==> src/rtl/imm_encoder.sv <==
// Iterative ARM data-processing immediate encoder: finds imm8/rot such that
// ROR(imm8, 2*rot) equals the constant (or its inverse), testing one rotation per clock.
module imm_encoder #(
    parameter bit ENABLE_INV = 1'b1
) (
    input  logic        clk,
    input  logic        reset_n,
    input  logic        in_valid,
    output logic        in_ready,
    input  logic [31:0] in_data,
    output logic        out_valid,
    input  logic        out_ready,
    output logic [7:0]  out_imm8,
    output logic [3:0]  out_rot,
    output logic        out_ok,
    output logic        out_inv
);

    typedef enum logic [1:0] {StIdle, StSearch, StSearchInv, StDone} state_e;

    state_e      r_state, w_state_nxt;
    logic [3:0]  r_k, w_k_nxt;
    logic [31:0] r_data, w_data_nxt;
    logic        r_miss, w_miss_nxt;
    logic [7:0]  r_imm8, w_imm8_nxt;
    logic [3:0]  r_rot, w_rot_nxt;
    logic        r_ok, w_ok_nxt;
    logic        r_inv, w_inv_nxt;

    logic [31:0] w_src;
    logic [4:0]  w_amt;
    logic [63:0] w_dbl;
    logic [31:0] w_t;
    logic        w_match;

    // Rotating left by 2k undoes the decode-side rotate right; a match leaves only imm8.
    assign w_src   = (r_state == StSearchInv) ? ~r_data : r_data;
    assign w_amt   = {r_k, 1'b0};
    assign w_dbl   = {w_src, w_src} << w_amt;
    assign w_t     = w_dbl[63:32];
    assign w_match = (w_t[31:8] == 24'd0);

    assign in_ready  = (r_state == StIdle);
    assign out_valid = (r_state == StDone);
    assign out_imm8  = r_imm8;
    assign out_rot   = r_rot;
    assign out_ok    = r_ok;
    assign out_inv   = r_inv;

    always_comb begin
        w_state_nxt = r_state;
        w_k_nxt     = r_k;
        w_data_nxt  = r_data;
        w_miss_nxt  = r_miss;
        w_imm8_nxt  = r_imm8;
        w_rot_nxt   = r_rot;
        w_ok_nxt    = r_ok;
        w_inv_nxt   = r_inv;
        case (r_state)
            StIdle: begin
                if (in_valid) begin
                    w_data_nxt  = in_data;
                    w_k_nxt     = 4'd0;
                    w_miss_nxt  = 1'b0;
                    w_state_nxt = StSearch;
                end
            end
            StSearch, StSearchInv: begin
                // A final miss takes one extra cycle to publish the unencodable result.
                if (r_miss) begin
                    w_imm8_nxt  = 8'd0;
                    w_rot_nxt   = 4'd0;
                    w_ok_nxt    = 1'b0;
                    w_inv_nxt   = 1'b0;
                    w_state_nxt = StDone;
                end else if (w_match) begin
                    w_imm8_nxt  = w_t[7:0];
                    w_rot_nxt   = r_k;
                    w_ok_nxt    = 1'b1;
                    w_inv_nxt   = (r_state == StSearchInv);
                    w_state_nxt = StDone;
                end else if (r_k == 4'd15) begin
                    if (ENABLE_INV && (r_state == StSearch)) begin
                        w_k_nxt     = 4'd0;
                        w_state_nxt = StSearchInv;
                    end else begin
                        w_miss_nxt = 1'b1;
                    end
                end else begin
                    w_k_nxt = r_k + 4'd1;
                end
            end
            StDone: begin
                if (out_ready) begin
                    w_state_nxt = StIdle;
                end
            end
            default: w_state_nxt = StIdle;
        endcase
    end

    always_ff @(posedge clk or negedge reset_n) begin
        if (!reset_n) begin
            r_state <= StIdle;
            r_k     <= 4'd0;
            r_data  <= 32'd0;
            r_miss  <= 1'b0;
            r_imm8  <= 8'd0;
            r_rot   <= 4'd0;
            r_ok    <= 1'b0;
            r_inv   <= 1'b0;
        end else begin
            r_state <= w_state_nxt;
            r_k     <= w_k_nxt;
            r_data  <= w_data_nxt;
            r_miss  <= w_miss_nxt;
            r_imm8  <= w_imm8_nxt;
            r_rot   <= w_rot_nxt;
            r_ok    <= w_ok_nxt;
            r_inv   <= w_inv_nxt;
        end
    end

endmodule

==> config.mk <==
export PLATFORM = sky130hd
export DESIGN_NAME = imm_encoder
export DESIGN_NICKNAME = d
export VERILOG_FILES = /design/src/rtl/imm_encoder.sv
export SDC_FILE = /design/constraint.sdc
export NUM_CORES = 1
export LEC_CHECK = 0
export CAP_MARGIN = 0
export CELL_PAD_IN_SITES_DETAIL_PLACEMENT = 0
export CELL_PAD_IN_SITES_GLOBAL_PLACEMENT = 1
export CORE_MARGIN = 4
export CORE_UTILIZATION = 45
export CTS_CLUSTER_SIZE = 40
export DETAILED_ROUTE_END_ITERATION = 7
export PLACE_DENSITY = 0.86
export SLEW_MARGIN = 20
export SYNTH_ARGS = -nofsm -noshare
export SYNTH_HDL_FRONTEND = slang
export SYNTH_SLANG_ARGS = --single-unit
==> constraint.sdc <==
create_clock -name clk -period 4.2 [get_ports clk]
set_clock_uncertainty 0.05 [all_clocks]
set_input_delay 0.84 -clock clk [delete_from_list [all_inputs] [get_ports clk]]
set_output_delay 0.84 -clock clk [all_outputs]
set_load 0.05 [all_outputs]
==> results of run 1 <==
-- metal layers --
layer	track usage	wire [um]	vias up
li1	-	-	1983
met5	0	0	-
met2	0.331	6220	177
met1	0.319	6300	2108
met3	0.0523	1060	24
met4	0.0697	306	0
-- final cells by class --
| cell class | count | area, sq um |
|---|---|---|
| Sequential cell | 53 | 1330 |
| Clock inverter | 3 | 22.5 |
| Inverter | 9 | 33.8 |
| Tap cell | 136 | 170 |
| Fill cell | 987 | 4930 |
| Clock buffer | 5 | 68.8 |
| Multi-Input combinational cell | 397 | 3240 |
| Timing Repair Buffer | 72 | 663 |
-- worst paths after layout --
check                           start     endpoint  cells past startpoint  slack [ps]
max reg2reg                r_state[0]  out_imm8[3]                     12         350
min reg2reg                    out_ok       out_ok                      1         440
max                        r_state[0]  out_imm8[3]                     12         350
min in group asynchronous     reset_n    r_data[0]                      1         520
max in group asynchronous     reset_n   r_data[11]                      2        2840
min                            out_ok       out_ok                      1         440
-- registers in the layout (all words and copies together) (netlist names) --
signal	count
r_data	32
out_ok	1
r_k	4
out_rot	4
out_imm8	8
r_miss	1
r_state	2
out_inv	1
-- power breakdown --
part / internal, mW / switching [mW]
clock: 0.117 / 0.188
sequential: 0.694 / 0.554
combinational: 1.31 / 1.49
total: 2.12 / 2.23
-- synthesized netlist by cell type (all sizes together), types with 3 or more instances --
library cell   n  share of area
a22o           7          0.013
and2           3         0.0038
nand2b         8          0.012
or2            3         0.0038
xor2           5         0.0089
o211ai         5         0.0077
buf           31          0.039
a211oi        10          0.016
o2bb2ai        8          0.022
inv            9         0.0069
nor3          10          0.011
nor2          30          0.023
a22oi          6         0.0092
o21a           4         0.0061
dfrtp         53           0.27
mux2i         64           0.13
xnor2         19          0.034
mux2          33          0.076
clkbuf        28          0.022
a21oi         11          0.011
o21ai         18          0.018
a31oi          6         0.0077
nor3b          3         0.0046
nand2         32          0.025
nor2b          6         0.0077
mux4          14          0.064
o32ai          4         0.0071
o22ai          9          0.011
and3b          3         0.0054
ha             6          0.015
nand4          7         0.0089
nand3         16          0.016
or3            6         0.0077
-- worst register-to-register path, stage by stage (launching register included) --
cell,delay (ps)
dfrtp_1,420
inv_1,140
ha_2,480
buf_4,250
and2_1,250
nand2_1,80
o2bb2ai_1,280
o31ai_1,200
nor4_1,380
a41oi_1,100
or4_4,470
nor3_2,470
a22o_1,220
-- logic make-up (layout without fill, tap and decap cells) --
logic type      after synthesis  count (layout)  share of synthesized area
compound gates              113             113                      0.177
xor+xnor                     24              24                     0.0429
fa+ha+maj                     6               6                     0.0153
buf+inv                      68              89                     0.0679
flops                        53              53                      0.271
mux                         111             111                      0.271
simple gates                143             143                      0.156
==> results.yml, run 1 <==
clock_network:
  cts_max_level: 2
  root_buffer: "clkbuf_8"
  path_clk_slew_ps: 110
  clkLatencyLatePin_ps: 330
  cts.sinks: 53
  clockBufferDepth: 2
  ctsHoldBuffers: 0
  cts_tree: "built"
  postCtsSetupBuffers: 0
  cts_resized: 0
  numCtsBuffers: 5
grt:
  grt_overflow: 0
  antenna_found_initial: 0
  grt_pass1_vias: 4166
  grtUsageTotal: 0.222
  grt_max_degree: 35
  grt_pass1_wl_um: 22700
run_status:
  outcome: "finished, final reports clean"
worst_setup_path:
  crit_chain: "inv_1 -> ha_2 -> buf_4 -> and2_1 -> nand2_1 -> o2bb2ai_1 -> o31ai_1 -> nor4_1 -> a41oi_1 -> or4_4 -> nor3_2 -> a22o_1"
  worstPathArrival_ps: 4080
  cp_num_buf_inv: 2
  crit_path_top_delay_cell: "ha_2"
  slowest_delay_ps: 480
  setup.worst_path.start_class: "flip-flop"
  end_kind: "flip-flop"
  cp.required_ps: 4430
  path_max_fanout: 17
  path_class: "flip-flop to flip-flop"
  crit_family: "simple AND/OR/NAND/NOR gates"
routing:
  finalWirelength_um: 13900
  vias_per_cell: 6.36
  ant_nets: 0
  drcViolationCount: 0
  drt_first_iter_violations: 386
  wl_per_cell_um: 20.6
  drt-pass1-iter-count: 5
  vias: 4292
placed_design:
  hpwl_um: 10100
  placedCellCount: 667
  port_buffers: 51
  place_congestion: 1.01
  postPlaceCellArea_sq_um: 5440
  pre_cts_slack_ps: 443
timing:
  min_period_over_period: 0.916
  fin_crit_ps: 3850
  holdWs_ps: 438
  setup_viol: 0
  final-hold-violation-count: 0
  tightest_slew_ps: 833
  slew_violations: 0
  rsz0062_at_grt: "false"
  fmax_ghz: 0.260
  relSlewSlack: 0.445
  setup_slack_ps: 352
  finalSetupTns_ps: 0
cells_and_area:
  layout-drive-gt1-share: 0.176
  fin_area_sq_um: 5530
  area_growth_syn_to_layout_pct: 12.9
  antenna_cells: 0
  nets: 580
  final_cell_mix: "64 x mux2i_1, 51 x dfrtp_1, 50 x clkdlybuf4s50_1"
  fin_util: 0.529
  layout_commonest_cell: "mux2i_1"
  fin_cells: 675
logic_synthesis:
  yosys_most_used_dff: "dfrtp_1"
  postSynth.asyncResetShare: 1.00
  synth_cell_types: 71
  yosys_register_bits: 53
  ys_seq_area_frac: 0.271
  synth_edf_count: 0
  syn_inst: 518
  synth_area_per_cell_sq_um: 9.46
  synthesis.area_sq_um: 4900
  syn-num-nets: 560
  synth_warnings: 0
floorplanning:
  die_h_um: 112
  pin_count: 52
  die_area_sq_um: 12600
  dieWidth_um: 112
  core_area_sq_um: 10500
  fp-row-count: 37
  start_util: 0.468
flow_run:
  drv_cap: 0
power_and_ir_drop:
  p_leak_nw: 2.13
  peakVddDrop_mv: 0.330
  total_power_mw: 4.35
  power_density_nw_per_um2: 787
hold_path:
  hp-class: "flip-flop to flip-flop"
No activity file was read; power rests on OpenSTA's default activity.
==> inputs of run 2 (changes only) <==
--- a/config.mk
+++ b/config.mk
@@ -13,7 +13,7 @@
 export CTS_CLUSTER_SIZE = 40
 export DETAILED_ROUTE_END_ITERATION = 7
 export PLACE_DENSITY = 0.86
-export SLEW_MARGIN = 20
+export SLEW_MARGIN = 10
 export SYNTH_ARGS = -nofsm -noshare
 export SYNTH_HDL_FRONTEND = slang
 export SYNTH_SLANG_ARGS = --single-unit
==> results of run 2 <==
Same layout as run 1: the final DEF is identical, and so are final timing and power.
==> inputs of run 3 (changes only) <==
--- a/config.mk
+++ b/config.mk
@@ -9,10 +9,10 @@
 export CELL_PAD_IN_SITES_DETAIL_PLACEMENT = 0
 export CELL_PAD_IN_SITES_GLOBAL_PLACEMENT = 1
 export CORE_MARGIN = 4
-export CORE_UTILIZATION = 45
+export CORE_UTILIZATION = 41
 export CTS_CLUSTER_SIZE = 40
 export DETAILED_ROUTE_END_ITERATION = 7
-export PLACE_DENSITY = 0.86
+export PLACE_DENSITY_LB_ADDON = 0.25
 export SLEW_MARGIN = 10
 export SYNTH_ARGS = -nofsm -noshare
 export SYNTH_HDL_FRONTEND = slang
==> constraint.sdc (replaced) <==
create_clock -name clk -period 3.1 [get_ports clk]
set_clock_uncertainty 0.05 [all_clocks]
set_input_delay 0.62 -clock clk [delete_from_list [all_inputs] [get_ports clk]]
set_output_delay 0.62 -clock clk [all_outputs]
set_load 0.05 [all_outputs]
==> run 3 against run 2 <==
The run now ends with setup timing left. Sequential share of layout area is 5.2 points lower. Sequential power increased by 17%. Hold slack got worse by 390 ps. Global-route usage rose by 2.6 points. Combinational power is 120% higher. Register-to-register slack got worse by 650 ps. Sequential cell count unchanged. Core utilization increased by 8.0 points. Design area increased by 27%. Via count up 12%. Largest power group unchanged. First-iteration DRC count is 19% lower. Routed wire length up 24%.
==> results.yml, run 3 (synthesis results as in run 1) <==
timing:
  holdWs_ps: 52.3
  final-hold-violation-count: 0
  setup_viol: 21
  min_period_over_period: 1.10
  finalSetupTns_ps: -5370
  setup_slack_ps: -300
  tightest_slew_ps: 529
  relSlewSlack: 0.646
  fin_crit_ps: 3400
  fmax_ghz: 0.294
  slew_violations: 0
  rsz0062_at_grt: "true"
clock_network:
  root_buffer: "clkbuf_16"
  cts_tree: "built"
  cts.sinks: 53
  clockBufferDepth: 2
  path_clk_slew_ps: 70
  numCtsBuffers: 5
  clkLatencyLatePin_ps: 310
  cts_max_level: 2
routing:
  drt_first_iter_violations: 312
  vias_per_cell: 5.82
  vias: 4811
  finalWirelength_um: 17300
  wl_per_cell_um: 20.9
  drt-pass1-iter-count: 5
  ant_nets: 0
  drcViolationCount: 0
placed_design:
  pre_cts_slack_ps: -419
  port_buffers: 51
  hpwl_um: 13400
  place_congestion: 0.925
worst_setup_path:
  end_kind: "flip-flop"
  slowest_delay_ps: 550
  cp.required_ps: 3250
  path_class: "flip-flop to flip-flop"
  worstPathArrival_ps: 3550
  crit_chain: "buf_8 -> buf_4 -> mux4_2 -> mux2i_4 -> xnor2_2 -> or4b_1 -> a2bb2oi_1 -> o41a_1 -> nand2b_4 -> a22o_1"
  setup.worst_path.start_class: "flip-flop"
  crit_path_top_delay_cell: "dfrtp_4"
  path_max_fanout: 14
hold_path:
  hp-class: "input pin to asynchronous set/reset pin"
grt:
  grt_pass1_wl_um: 27200
  grt_overflow: 0
  grt_pass1_vias: 4781
  antenna_found_initial: 0
  grtUsageTotal: 0.248
  grt_max_degree: 33
power_and_ir_drop:
  pwr-share-seq: 0.174
  p_leak_nw: 2.98
  power.share.switching: 0.446
  power_frac_comb: 0.745
  power_density_nw_per_um2: 1190
  clkPwrFrac: 0.081
  power_switching_mw: 3.73
  total_power_mw: 8.36
  peakVddDrop_mv: 0.563
  p_int_mw: 4.63
floorplanning:
  pin_count: 52
  dieWidth_um: 117
  fp-row-count: 39
  start_util: 0.424
  core_area_sq_um: 11600
  die_area_sq_um: 13800
  die_h_um: 117
cells_and_area:
  largest_register_ff_count: 32
  layout-drive-gt1-share: 0.391
  nFillCells: 1051
  final_cell_mix: "150 x buf_4, 62 x mux2i_1, 51 x dfrtp_1"
  layout_commonest_cell: "buf_4"
  nets: 724
  fin_util: 0.609
  largest_register: "r_data"
  antenna_cells: 0
  area_growth_syn_to_layout_pct: 43.8
run_status:
  outcome: "finished with violations"
  violations: "setup timing"
flow_run:
  drv_cap: 0
## run 3: cell count changes in the layout (fill, tap and decap cells not counted), sizes merged
cell      before  now
clkbuf         5    6
buf           22  165
bufbuf         0    1
bufinv         0    1
clkinvlp       3    1
## run 3: through the flow
stage	cell area, sq um	cells
final	7050	826
after global routing	7050	826
after CTS	6920	821
after detailed placement	6540	805
after global placement	6540	805
after floorplan	4940	518
## run 3: power by group through the flow
stage | Combinational (mW) | Sequential [mW] | Clock [mW]
after floorplan | 3.40 | 1.11 | 0
after global placement | 5.61 | 1.44 | 0
after detailed placement | 5.65 | 1.45 | 0
after CTS | 5.99 | 1.43 | 0.695
after global routing | 6.66 | 1.49 | 0.725
final | 6.23 | 1.46 | 0.676
## run 3: area by class of cell
class	instances	area (sq um)	area share
Tap cell	143	179	0.0254
Inverter	9	33.8	0.00479
Multi-Input combinational cell	397	3440	0.488
Clock buffer	6	139	0.0197
Timing Repair Buffer	216	1890	0.268
Sequential cell	53	1330	0.189
Clock inverter	2	37.5	0.00533
## run 3: final timing paths
| path | startpoint | to | slack, ps | cells after the start |
|---|---|---|---|---|
| worst max-delay path | r_k[0] | out_imm8[7] | -300 | 10 |
| worst min-delay path | reset_n | r_data[1] | 50 | 1 |
| worst max register to register | r_k[0] | out_imm8[7] | -300 | 10 |
| worst min register to register | out_ok | out_ok | 430 | 1 |
| max in group asynchronous | reset_n | r_k[0] | 2330 | 2 |
| min in group clk | out_ok | out_ok | 430 | 1 |
## run 3: routing by layer
metal  wire length, um  share of wire  track usage  up-vias
met2              8000           0.46        0.380      144
met1              8150           0.47        0.361     2376
met5                 0              0            0        -
li1                  -              -            -     2268
met4               389          0.023       0.0828        0
met3               746          0.043       0.0332       23
## run 3: worst max-delay path: cells and delay by family (launching register included)
family	cells	cell delay (ps)
muxes	2	640
DFF	1	550
buffers and inverters	2	290
and+or+nand+nor	2	770
xor gates and xnor gates	1	80
AOI/OAI and AO/OA	3	900
## run 3: repair_timing
| item | in CTS | in global routing |
|---|---|---|
| cloned | 1 | 0 |
| pin swaps | 19 | 13 |
| setup endpoints to repair | 21 | 21 |
| gates resized for setup | 23 | 16 |
| hold buffers | 0 | 0 |
| setup buffers | 8 | 5 |
